## src/rtl/mips_pkg.sv

```systemverilog
// Shared MIPS decode constants, ALU codes and the decode/ID-EX bundles.
package mips_pkg;

    // Primary opcodes
    localparam logic [5:0] OpRtype = 6'h00;
    localparam logic [5:0] OpAddiu = 6'h09;
    localparam logic [5:0] OpSlti  = 6'h0A;
    localparam logic [5:0] OpAndi  = 6'h0C;
    localparam logic [5:0] OpOri   = 6'h0D;
    localparam logic [5:0] OpXori  = 6'h0E;
    localparam logic [5:0] OpLui   = 6'h0F;
    localparam logic [5:0] OpLw    = 6'h23;
    localparam logic [5:0] OpSw    = 6'h2B;

    // R-type function codes
    localparam logic [5:0] FnSll   = 6'h00;
    localparam logic [5:0] FnSrl   = 6'h02;
    localparam logic [5:0] FnAddu  = 6'h21;
    localparam logic [5:0] FnSubu  = 6'h23;
    localparam logic [5:0] FnAnd   = 6'h24;
    localparam logic [5:0] FnOr    = 6'h25;
    localparam logic [5:0] FnXor   = 6'h26;
    localparam logic [5:0] FnSlt   = 6'h2A;

    typedef enum logic [3:0] {
        AluNop = 4'd0,
        AluAdd = 4'd1,
        AluSub = 4'd2,
        AluAnd = 4'd3,
        AluOr  = 4'd4,
        AluXor = 4'd5,
        AluSlt = 4'd6,
        AluSll = 4'd7,
        AluSrl = 4'd8,
        AluLui = 4'd9
    } alu_op_e;

    // Decoder output: register-file reads plus everything ID/EX captures
    typedef struct packed {
        logic        re1;
        logic        re2;
        logic [4:0]  ra1;
        logic [4:0]  ra2;
        logic [31:0] imm;
        alu_op_e     aluop;
        logic        use_imm;
        logic        we;
        logic [4:0]  wa;
        logic        mem_rd;
        logic        mem_wr;
        logic        invalid;
    } dec_t;

    // ID/EX pipeline register contents
    typedef struct packed {
        logic [31:0] pc;
        logic [31:0] reg1;
        logic [31:0] reg2;
        logic [31:0] imm;
        alu_op_e     aluop;
        logic        use_imm;
        logic        we;
        logic        mem_rd;
        logic        mem_wr;
        logic        invalid;
        logic [4:0]  wa;
    } ex_t;

    function automatic logic [31:0] sext16(input logic [15:0] v);
        return {{16{v[15]}}, v};
    endfunction

endpackage

```

## src/rtl/id_decode.sv

```systemverilog
// Combinational MIPS-subset instruction decoder.
module id_decode
    import mips_pkg::*;
(
    input  logic [31:0] i_inst,
    output dec_t        o_dec
);

    logic [5:0]  w_op;
    logic [5:0]  w_fn;
    logic [4:0]  w_rs;
    logic [4:0]  w_rt;
    logic [4:0]  w_rd;
    logic [4:0]  w_sh;
    logic [15:0] w_imm16;

    assign w_op    = i_inst[31:26];
    assign w_rs    = i_inst[25:21];
    assign w_rt    = i_inst[20:16];
    assign w_rd    = i_inst[15:11];
    assign w_sh    = i_inst[10:6];
    assign w_fn    = i_inst[5:0];
    assign w_imm16 = i_inst[15:0];

    // Decode fields and controls; the all-zero word is the canonical NOP, not an SLL.
    always_comb begin
        o_dec = '0;
        if (i_inst != 32'h0) begin
            unique case (w_op)
                OpRtype: begin
                    o_dec.re1 = 1'b1;
                    o_dec.ra1 = w_rs;
                    o_dec.re2 = 1'b1;
                    o_dec.ra2 = w_rt;
                    o_dec.wa  = w_rd;
                    o_dec.we  = 1'b1;
                    unique case (w_fn)
                        FnAddu: o_dec.aluop = AluAdd;
                        FnSubu: o_dec.aluop = AluSub;
                        FnAnd:  o_dec.aluop = AluAnd;
                        FnOr:   o_dec.aluop = AluOr;
                        FnXor:  o_dec.aluop = AluXor;
                        FnSlt:  o_dec.aluop = AluSlt;
                        FnSll, FnSrl: begin
                            o_dec.aluop   = (w_fn == FnSll) ? AluSll : AluSrl;
                            o_dec.re1     = 1'b0;
                            o_dec.ra1     = 5'd0;
                            o_dec.imm     = {27'd0, w_sh};
                            o_dec.use_imm = 1'b1;
                        end
                        default: begin
                            o_dec         = '0;
                            o_dec.invalid = 1'b1;
                        end
                    endcase
                end
                OpAddiu, OpSlti, OpAndi, OpOri, OpXori, OpLw: begin
                    o_dec.re1     = 1'b1;
                    o_dec.ra1     = w_rs;
                    o_dec.use_imm = 1'b1;
                    o_dec.wa      = w_rt;
                    o_dec.we      = 1'b1;
                    unique case (w_op)
                        OpAddiu: o_dec.aluop = AluAdd;
                        OpSlti:  o_dec.aluop = AluSlt;
                        OpAndi:  o_dec.aluop = AluAnd;
                        OpOri:   o_dec.aluop = AluOr;
                        OpXori:  o_dec.aluop = AluXor;
                        default: o_dec.aluop = AluAdd;
                    endcase
                    o_dec.mem_rd = (w_op == OpLw);
                    // Logical immediates are zero-extended, arithmetic/address ones signed
                    if (w_op == OpAndi || w_op == OpOri || w_op == OpXori) begin
                        o_dec.imm = {16'h0, w_imm16};
                    end else begin
                        o_dec.imm = sext16(w_imm16);
                    end
                end
                OpLui: begin
                    o_dec.aluop   = AluLui;
                    o_dec.imm     = {w_imm16, 16'h0};
                    o_dec.use_imm = 1'b1;
                    o_dec.wa      = w_rt;
                    o_dec.we      = 1'b1;
                end
                OpSw: begin
                    o_dec.re1     = 1'b1;
                    o_dec.ra1     = w_rs;
                    o_dec.re2     = 1'b1;
                    o_dec.ra2     = w_rt;
                    o_dec.aluop   = AluAdd;
                    o_dec.imm     = sext16(w_imm16);
                    o_dec.use_imm = 1'b1;
                    o_dec.mem_wr  = 1'b1;
                end
                default: begin
                    o_dec.invalid = 1'b1;
                end
            endcase
        end
        // Writes to $0 are architecturally discarded
        if (o_dec.wa == 5'd0) begin
            o_dec.we = 1'b0;
        end
    end

endmodule

```

## src/rtl/id_stage.sv

```systemverilog
// Decode stage: IF/ID register, decoder, operand forwarding, load-use hazard, ID/EX register.
module id_stage
    import mips_pkg::*;
(
    input  logic        clk,
    input  logic        rst,
    input  logic        stall,
    input  logic        flush,
    input  logic [31:0] if_pc,
    input  logic [31:0] if_inst,
    output logic        re1,
    output logic        re2,
    output logic [4:0]  ra1,
    output logic [4:0]  ra2,
    input  logic [31:0] rd1,
    input  logic [31:0] rd2,
    input  logic        fw_ex_we,
    input  logic [4:0]  fw_ex_wa,
    input  logic [31:0] fw_ex_wd,
    input  logic        fw_ex_load,
    input  logic        fw_mem_we,
    input  logic [4:0]  fw_mem_wa,
    input  logic [31:0] fw_mem_wd,
    output logic        id_stall_req,
    output logic [31:0] ex_pc,
    output logic [31:0] ex_reg1,
    output logic [31:0] ex_reg2,
    output logic [31:0] ex_imm,
    output logic [3:0]  ex_aluop,
    output logic        ex_use_imm,
    output logic        ex_we,
    output logic        ex_mem_rd,
    output logic        ex_mem_wr,
    output logic        ex_invalid,
    output logic [4:0]  ex_wa
);

    logic [31:0] r_if_pc;
    logic [31:0] r_if_inst;
    dec_t        w_dec;
    ex_t         r_ex;
    ex_t         w_ex_d;
    logic        w_hold_if;
    logic        w_bubble;

    id_decode u_decode (
        .i_inst (r_if_inst),
        .o_dec  (w_dec)
    );

    assign re1 = w_dec.re1;
    assign re2 = w_dec.re2;
    assign ra1 = w_dec.ra1;
    assign ra2 = w_dec.ra2;

    // Operand select: $0, then the younger EX result, then MEM, then register file
    function automatic logic [31:0] fwd_sel(
        input logic        en,
        input logic [4:0]  addr,
        input logic [31:0] rf,
        input logic        ex_we_i,
        input logic [4:0]  ex_wa_i,
        input logic [31:0] ex_wd_i,
        input logic        mem_we_i,
        input logic [4:0]  mem_wa_i,
        input logic [31:0] mem_wd_i
    );
        if (!en || addr == 5'd0)                 return 32'h0;
        else if (ex_we_i && ex_wa_i == addr)     return ex_wd_i;
        else if (mem_we_i && mem_wa_i == addr)   return mem_wd_i;
        else                                     return rf;
    endfunction

    // Load-use hazard: a load in EX cannot forward its data in time
    always_comb begin
        id_stall_req = fw_ex_load && fw_ex_we && (fw_ex_wa != 5'd0) &&
                       ((re1 && ra1 == fw_ex_wa) || (re2 && ra2 == fw_ex_wa));
    end

    assign w_hold_if = stall | id_stall_req;
    assign w_bubble  = flush | stall | id_stall_req;

    // Assemble the next ID/EX contents from decode and forwarded operands
    always_comb begin
        w_ex_d         = '0;
        w_ex_d.pc      = r_if_pc;
        w_ex_d.reg1    = fwd_sel(w_dec.re1, w_dec.ra1, rd1, fw_ex_we, fw_ex_wa, fw_ex_wd,
                                 fw_mem_we, fw_mem_wa, fw_mem_wd);
        w_ex_d.reg2    = fwd_sel(w_dec.re2, w_dec.ra2, rd2, fw_ex_we, fw_ex_wa, fw_ex_wd,
                                 fw_mem_we, fw_mem_wa, fw_mem_wd);
        w_ex_d.imm     = w_dec.imm;
        w_ex_d.aluop   = w_dec.aluop;
        w_ex_d.use_imm = w_dec.use_imm;
        w_ex_d.we      = w_dec.we;
        w_ex_d.mem_rd  = w_dec.mem_rd;
        w_ex_d.mem_wr  = w_dec.mem_wr;
        w_ex_d.invalid = w_dec.invalid;
        w_ex_d.wa      = w_dec.wa;
    end

    // IF/ID register: flush injects a NOP and wins over any hold
    always_ff @(posedge clk or posedge rst) begin
        if (rst) begin
            r_if_pc   <= 32'h0;
            r_if_inst <= 32'h0;
        end else if (flush) begin
            r_if_pc   <= 32'h0;
            r_if_inst <= 32'h0;
        end else if (!w_hold_if) begin
            r_if_pc   <= if_pc;
            r_if_inst <= if_inst;
        end
    end

    // ID/EX register: any stall or flush sends an all-zero bubble downstream
    always_ff @(posedge clk or posedge rst) begin
        if (rst) begin
            r_ex <= '0;
        end else if (w_bubble) begin
            r_ex <= '0;
        end else begin
            r_ex <= w_ex_d;
        end
    end

    assign ex_pc      = r_ex.pc;
    assign ex_reg1    = r_ex.reg1;
    assign ex_reg2    = r_ex.reg2;
    assign ex_imm     = r_ex.imm;
    assign ex_aluop   = r_ex.aluop;
    assign ex_use_imm = r_ex.use_imm;
    assign ex_we      = r_ex.we;
    assign ex_mem_rd  = r_ex.mem_rd;
    assign ex_mem_wr  = r_ex.mem_wr;
    assign ex_invalid = r_ex.invalid;
    assign ex_wa      = r_ex.wa;

endmodule

```

## config.mk

```make
export PLATFORM = sky130hd
export DESIGN_NAME = id_stage
export DESIGN_NICKNAME = d
export VERILOG_FILES = /design/src/rtl/mips_pkg.sv /design/src/rtl/id_decode.sv /design/src/rtl/id_stage.sv
export SDC_FILE = /design/constraint.sdc
export NUM_CORES = 1
export LEC_CHECK = 0
export ABC_CLOCK_PERIOD_IN_PS = 17700
export CORE_MARGIN = 1.5
export CORE_UTILIZATION = 30
export DETAILED_ROUTE_END_ITERATION = 8
export DONT_BUFFER_PORTS = 1
export PLACE_DENSITY_LB_ADDON = 0.12
export SYNTH_ARGS = -nofsm -noshare
export SYNTH_HDL_FRONTEND = slang
export SYNTH_HIERARCHICAL = 1
export SYNTH_SLANG_ARGS = --single-unit
```

## constraint.sdc

```tcl
create_clock -name clk -period 17.7 [get_ports clk]
set_clock_uncertainty 0.2 [all_clocks]
set_input_delay 3.54 -clock clk [delete_from_list [all_inputs] [get_ports clk]]
set_output_delay 3.54 -clock clk [all_outputs]
set_load 0.1 [all_outputs]
```

; ---- Word-level counts from Yosys, hierarchy flattened
; Cells that the tools add are included.
[op_classes]
n_div = 0
multipliers = 0
addsub = 0
n_lt_le_gt_ge = 0
n_eq_ne = 22
shift = 0
n_reduce_logical = 30
bitwise_logic = 3
muxes = 33
[ops]
columns = op, count
row1 = 2-to-1 mux 32 bit, 11
row2 = one-hot mux 37 bit (4 select lines), 1
row3 = 2-to-1 mux 142 bit, 1
row4 = 2-to-1 mux 58 bit, 1
row5 = "== test 6 bit, second input constant", 8
row6 = "== test 6 x 4 -> 1 bit, second input constant", 6
row7 = nonzero test 32 bit, 1
row8 = == test 5 bit, 6
row9 = one-hot mux 4 bit (7 select lines), 1
row10 = one-hot mux 5 bit (2 select lines), 2
row11 = OR reduction 8 bit, 2
row12 = logical NOT 5 bit, 3
row13 = 2-to-1 mux 5 bit, 3
row14 = OR reduction 7 bit, 2
row15 = logical NOT 6 bit, 2
row16 = one-hot mux 3 bit (4 select lines), 1
row17 = one-hot mux 6 bit (2 select lines), 1
row18 = OR reduction 6 bit, 2
row19 = one-hot mux 1 bit (2 select lines), 5
row20 = logical AND 1 bit, 9
row21 = 2-to-1 mux 9 bit, 1
row22 = "== test 6 x 2 -> 1 bit, second input constant", 1
row23 = logical OR 1 bit, 5
row24 = nonzero test 5 bit, 1
row25 = other kinds (6), 12
[word_totals]
ram_bits = 0
out_inout_bits = 155
wordCells = 101
reg_bits = 206
mem_count = 0
latchBits = 0
mem_bits_ro = 0

; ---- Longest topological paths before layout
; Gate-level depths: netlist of the first run.
[depth]
word_depth = 13
depth_mapped = 13
mapped_depth_nobuf = 10

; ---- By module
; Netlist of the first run, hierarchy kept.
[by_module_without_submodules]
columns = mod, area_per_inst_um2, n_inst, cells_per_inst
row1 = id_stage, 8440.6, 1, 676
row2 = id_decode, 1028.5, 1, 160

; ---- Least setup slack after synthesis of the first run
; No wires, ideal clock.
[synth_timing]
path_type = input port to output port
start = in fw_ex_wa[2]
end = out id_stall_req
t_arrival_ps = 5606
path_buffers = 0
t_required_ps = 13960
cell_stages = 4
slack_ps = 8354
path_cell_list = xor2_1 nor3_1 a32oi_1 nor2_1
[synth_via]
elab_chain_len = 4
word_cells_on_any_way = 8
[synth_lines]
columns = element, line
row1 = from (decl), id_stage.sv:18  ; input logic [4:0] fw_ex_wa,
row2 = == test 5 bit, id_stage.sv:77  ; ((re1 && ra1 == fw_ex_wa) || (re2 && ra2 == fw_ex_wa));
row3 = logical AND 1 bit, id_stage.sv:77
row4 = logical OR 1 bit, id_stage.sv:77
row5 = logical AND 1 bit (*), id_stage.sv:76  ; id_stall_req = fw_ex_load && fw_ex_we && (fw_ex_wa != 5'd0) &&
row6 = to (decl), id_stage.sv:24  ; output logic id_stall_req,
; Every way passes the cells marked *; elsewhere a longest branch is shown, timed or not.

; ---- Final worst setup path of the first run
; Same ends and word-level chain as after synthesis.

==> results of run 1 <==
area by class of cell:
type | count | share of cell area [%]
sequential | 206 | 48.2
multi-input combinational | 526 | 36.2
clock buffer | 30 | 6.39
tap | 396 | 4.63
clock inverter | 14 | 1.85
inverter | 38 | 1.40
timing repair buffer | 19 | 1.33
where the power goes:
group          internal (mW)  switching (mW)  total [mW]  leakage, nW
combinational         0.0255          0.0498      0.0752         1.79
sequential             0.482          0.0351       0.517         2.83
clock                  0.346           0.199       0.545        0.440
total                  0.853           0.284        1.14         5.06
stage by stage:
| stage | util [%] | area, sq um | hold WS [ps] |
|---|---|---|---|
| final | 34.7 | 10700 | 279 |
| after global routing | 34.7 | 10700 | 303 |
| after CTS | 34.7 | 10700 | 282 |
| after detailed placement | 31.9 | 9820 | 266 |
| after global placement | 31.9 | 9820 | 265 |
| after floorplan | - | 9470 | 254 |
per-layer routing:
layer	GRT usage [%]	vias to the layer above	share of wire (%)
li1	-	2937	-
met1	20.6	3347	39
met2	29.2	260	50
met3	5.44	51	7.5
met4	5.82	2	3.1
met5	0	-	0.038
layout by cell type (no fill, tap or decap), types with 2 or more instances in the layout:
cell type / instances
dfrtp_1: 206
and2_1: 91
a22o_1: 74
nor2_1: 54
nand2_1: 40
inv_1: 36
a21oi_1: 34
mux2i_1: 32
a211oi_1: 32
a221oi_2: 30
clkbuf_16: 25
buf_4: 19
xor2_1: 18
a21o_1: 18
nor2b_2: 10
clkinv_2: 8
o21ai_0: 7
nor3_1: 6
nand3_1: 6
bufinv_16: 5
or4_1: 4
clkbuf_8: 4
nor4_1: 4
o21ai_1: 4
a32oi_1: 3
nor4_2: 3
xnor2_1: 3
nand4_1: 3
o22ai_1: 3
nand2b_1: 2
nor3_2: 2
nor3b_1: 2
o211ai_1: 2
and3_1: 2
a41oi_1: 2
a221oi_1: 2
and3b_1: 2
nor2b_1: 2
state kept, by name, indices dropped and copies added (netlist names):
name / count
ex_imm: 32
ex_pc: 32
ex_reg1: 32
ex_reg2: 32
r_if_inst: 32
r_if_pc: 32
ex_wa: 5
ex_aluop: 4
ex_invalid: 1
ex_mem_rd: 1
ex_mem_wr: 1
ex_use_imm: 1
ex_we: 1
path summary, 6_finish.rpt:
check	startpoint	end	slack, ps	depth (start not counted)
setup reg to reg	r_if_inst[28]	r_if_pc[19]	12110	10
hold / removal	r_if_pc[21]	ex_pc[21]	280	1
max in group asynchronous	rst	ex_pc[13]	12870	2
hold reg to reg	r_if_pc[21]	ex_pc[21]	280	1
min in group asynchronous	rst	r_if_pc[1]	2860	1
setup / recovery	fw_ex_wa[2]	id_stall_req	8640	4
kinds of logic after synthesis:
logic type	after synthesis	synth area share, %
muxes	32	3.38
buffers and inverters	104	5.03
and+or+nand+nor	246	14.4
AOI/OAI and AO/OA	227	20.8
DFF	206	54.4
xor gates and xnor gates	21	1.94
worst max-delay path: stages:
cell and delay, ps:
xor2_1 140, nor3_1 420, a32oi_1 240, nor2_2 970
==> results.md, run 1 <==
* Post-CTS setup buffers at 0
* Post-DP HPWL at 20,700 microns
* Io pins at 364
* Worst hold path class: register to register
* Final min period at 9060 ps
* Run status: complete, no violations
* Final setup vio count at 0
* Fillcell total at 3,039
* Storage element area at 0.00515 sq mm
* Unrepaired setup endpoints after global routing: false
* Hold buffer count at cts at 0
* Arr. time, crit path at 5320 ps
* Final ANT Viol Nets at 0
* Worst-path fanout max at 3
* Max H-tree Level at 1
* Max cap viols at 0
* Core Area at 0.0308 sq mm
* Clock Tree Buf Depth at 3
* Slew Limit Headroom at 19.4%
* Area grow syn2layout at 13.1%
* Worst-skew pair later-pin latency at 520 ps
* Avg Synthesized Cell Area at 11.3 sq um
* Top cells by area, synth: dfrtp_1 (54%), a22o_1 (6.8%), and2_1 (6.0%)
* Syn. warnings at 6
* Worst slew pin tran at 1200 ps
* Max VDD drop at 0.0598 mV
* Post-Syn Instances at 836
* Layout cells sized above 1 at 14.9%
* EDFF count, synth at 0
* Largest net degree at the start of global routing at 137
* CP startpoint kind: input pin
* Die X at 181 microns
* FF+latch count, synth at 206
* Vias per inst at 5.37
* CTS tree: yes
* Total CTS buffers at 25
* Final slew viol count at 0
* Die Ht at 181 microns
* Total power at 1.14 mW
* Sink Count at 206
* CP required at 13,960 ps
* Hold Violations, Final at 0
* Fraction of registers with async set/reset at 100%
* Post-CTS sizing at 0
* Final setup margin at 8640 ps
* GRT Total Usage at 17.2%
* Setup TNS at 0 ps
* Iter 0 DRT Violations at 378
* Routed vias at 6,597
* Site Rows at 64
* Root Buffer: clkbuf_16
* Initial antenna violation count at 1
* DR pass1 iterations at 5
* Post-synthesis cell type count at 63
* Max Clk Rate at 110 MHz
* Vias in the first global route at 6,821
* Top cell type's share of synthesized area at 54.4%
* Most common cell in the synthesized netlist: dfrtp_1
* Final RePlAce weighted congestion at 0.860
* Buffers on Ports at 0
* Sequential share of the synthesized area at 54.4%
* Top post-synthesis cells by count: dfrtp_1 (206), and2_1 (91), a22o_1 (74)
* Drt wl/cell at 23.6 microns
* Antenna diodes at 0
* Synth area leader: dfrtp_1
* Top_reg_cell synth: dfrtp_1
* DRC violations left at 0
* Finished Layout Cells at 1,229
* Mapped Area at 0.00947 sq mm
* CP Class: input pin to output pin
* Clock transition at path regs at 60 ps
* Initial core utilization at 30.7%
* First-pass GRT wire length at 43,800 microns
* Pwr dens at 106 mW/mm^2
* Final period util at 51.2%
* Critical Path Sink Type: output pin
* Die Area at 0.0326 sq mm
* Setup Slack @ Placement at 8650 ps
* Multi-input gate area at 0.00388 sq mm
* Leak Pwr at 5.06 nW
* GRT overflow at 0
* Final #Nets at 1,025
* Dpl cells at 1,185
* Net Count, Synth at 1,045
* Final WL at 29,000 microns
No activity file was read; power rests on OpenSTA's default activity.
==> run 2: changes to the inputs <==
- ABC_CLOCK_PERIOD_IN_PS: 17700 -> 8100
- clock period: 17.7 -> 8.1 ns (I/O delays scaled with it)
==> results.md, run 2 (same netlist as run 1, synthesis figures left out) <==
* Routed vias at 6,670
* Worst r2r path cells at 10
* Worst hold path class: register to register
* Vias per inst at 5.43
* Run status: complete, no violations
* DRC violations left at 0
* Arr. time, crit path at 5150 ps
* Logic pwr share at 6.9%
* Clock Power Share at 46.1%
* Hold Violations, Final at 0
* Storage element area at 0.00515 sq mm
* Buffers on Ports at 0
* Multi-input gate area at 0.00388 sq mm
* Max H-tree Level at 1
* Hold_sp: r_if_pc[21]
* Final ANT Viol Nets at 0
* Sink Count at 206
* Setup TNS at 0 ps
* Die Area at 0.0326 sq mm
* Most frequent cells in the layout: dfrtp_1 (206), and2_1 (91), a22o_1 (74)
* Io pins at 364
* Final setup vio count at 0
* Final setup margin at 1130 ps
* DR pass1 iterations at 5
* Site Rows at 64
* Max cap viols at 0
* GRT overflow at 0
* Clock transition at path regs at 60 ps
* Max VDD drop at 0.163 mV
* CTS tree: yes
* Leak Pwr at 5.03 nW
* Worst-skew pair later-pin latency at 530 ps
* Min-Delay Path Depth at 1
* Final slew viol count at 0
* Switch Pwr at 0.619 mW
* CP startpoint kind: register
* Endpoint, Worst Hold: ex_pc[21]
* Flop pwr share at 47.0%
* Reg-to-reg endpoint: r_if_pc[28]
* Worst slew pin tran at 1220 ps
* Clock Tree Buf Depth at 3
* Largest net degree at the start of global routing at 137
* Max Clk Rate at 143 MHz
* Post-CTS sizing at 0
* Area grow syn2layout at 12.4%
* Final WL at 29,700 microns
* Hold buffer count at cts at 0
* Unrepaired setup endpoints after global routing: false
* Die X at 181 microns
* Core Area at 0.0308 sq mm
* Fillcell total at 3,049
* CP Class: register to output pin
* Final min period at 6970 ps
* Initial antenna violation count at 1
* CP required at 6280 ps
* Final RePlAce weighted congestion at 0.862
* Layout cells sized above 1 at 14.3%
* Switching share of power at 25.8%
* Post-DP HPWL at 20,900 microns
* Total CTS buffers at 25
* Setup Slack @ Placement at 1710 ps
* Antenna diodes at 0
* Reg-to-reg startpoint: r_if_inst[28]
* Critical Path Sink Type: output pin
* Die Ht at 181 microns
* Final #Nets at 1,026
* Root Buffer: clkbuf_16
* Pwr dens at 226 mW/mm^2
* Total power at 2.40 mW
* Worst-path fanout max at 18
* Final period util at 86.1%
* GRT Total Usage at 17.5%
* First-pass GRT wire length at 44,300 microns
* Commonest non-fill, non-tap cell in the layout: dfrtp_1
* Vias in the first global route at 6,866
* Slew Limit Headroom at 18.5%
* Drt wl/cell at 24.1 microns
* Final core utilization at 34.5%
* Initial core utilization at 30.7%
* Post-CTS setup buffers at 0
* Worst R2R Setup Slack at 2400 ps
* Iter 0 DRT Violations at 475
* Cell Int Power at 1.78 mW
run 2: changes by cell type in the layout (fill, tap and decap cells not counted), sizes merged:
cell      previous run  this run
clkinvlp             1         0
clkinv               8         4
inv                 38        39
bufinv               5         2
buf                 19        20
clkbuf              30        36
run 2: final cells by class:
type | instances | share of cell area [%]
multi-input combinational | 526 | 36.4
sequential | 206 | 48.4
tap | 396 | 4.65
inverter | 38 | 1.41
clock inverter | 7 | 0.940
timing repair buffer | 20 | 1.41
clock buffer | 36 | 6.73
run 2: worst max-delay path by stage:
stage,start,end
floorplan,rst,ex_aluop[0]
global placement,r_if_inst[28],id_stall_req
detailed placement,r_if_inst[28],id_stall_req
CTS,r_if_inst[28],id_stall_req
global route,r_if_inst[28],id_stall_req
finish,r_if_inst[28],id_stall_req
run 2: worst max-delay path, stage by stage (launching register included):
cell     delay, ps
dfrtp_1        740
nor2_1          90
or3_1          340
a21oi_2        590
a41oi_1        360
inv_1          830
nor3b_1        450
a32oi_1        260
nor2_2         940
run 2: through the flow:
step / cells / hold slack [ps] / cell area (sq um)
floorplan: 836 / 254 / 9470
global placement: 1186 / 265 / 9830
detailed placement: 1186 / 264 / 9830
CTS: 1229 / 279 / 10600
global route: 1229 / 296 / 10600
finish: 1229 / 278 / 10600
run 2: power groups by stage:
stage / clock network, mW / logic (mW) / registers [mW]
6_report: 1.11 / 0.165 / 1.13
5_1_grt: 1.20 / 0.185 / 1.13
4_1_cts: 1.15 / 0.168 / 1.13
3_5_place_dp: 0 / 0.167 / 1.15
3_3_place_gp: 0 / 0.163 / 1.15
2_1_floorplan: 0 / 0.142 / 1.13
run 2: metal layers:
layer / GRT usage, % / part of all wire [%]
met2: 29.8 / 50
met3: 5.70 / 8.7
met4: 5.01 / 2.2
met1: 21.0 / 39
met5: 0 / 0.044
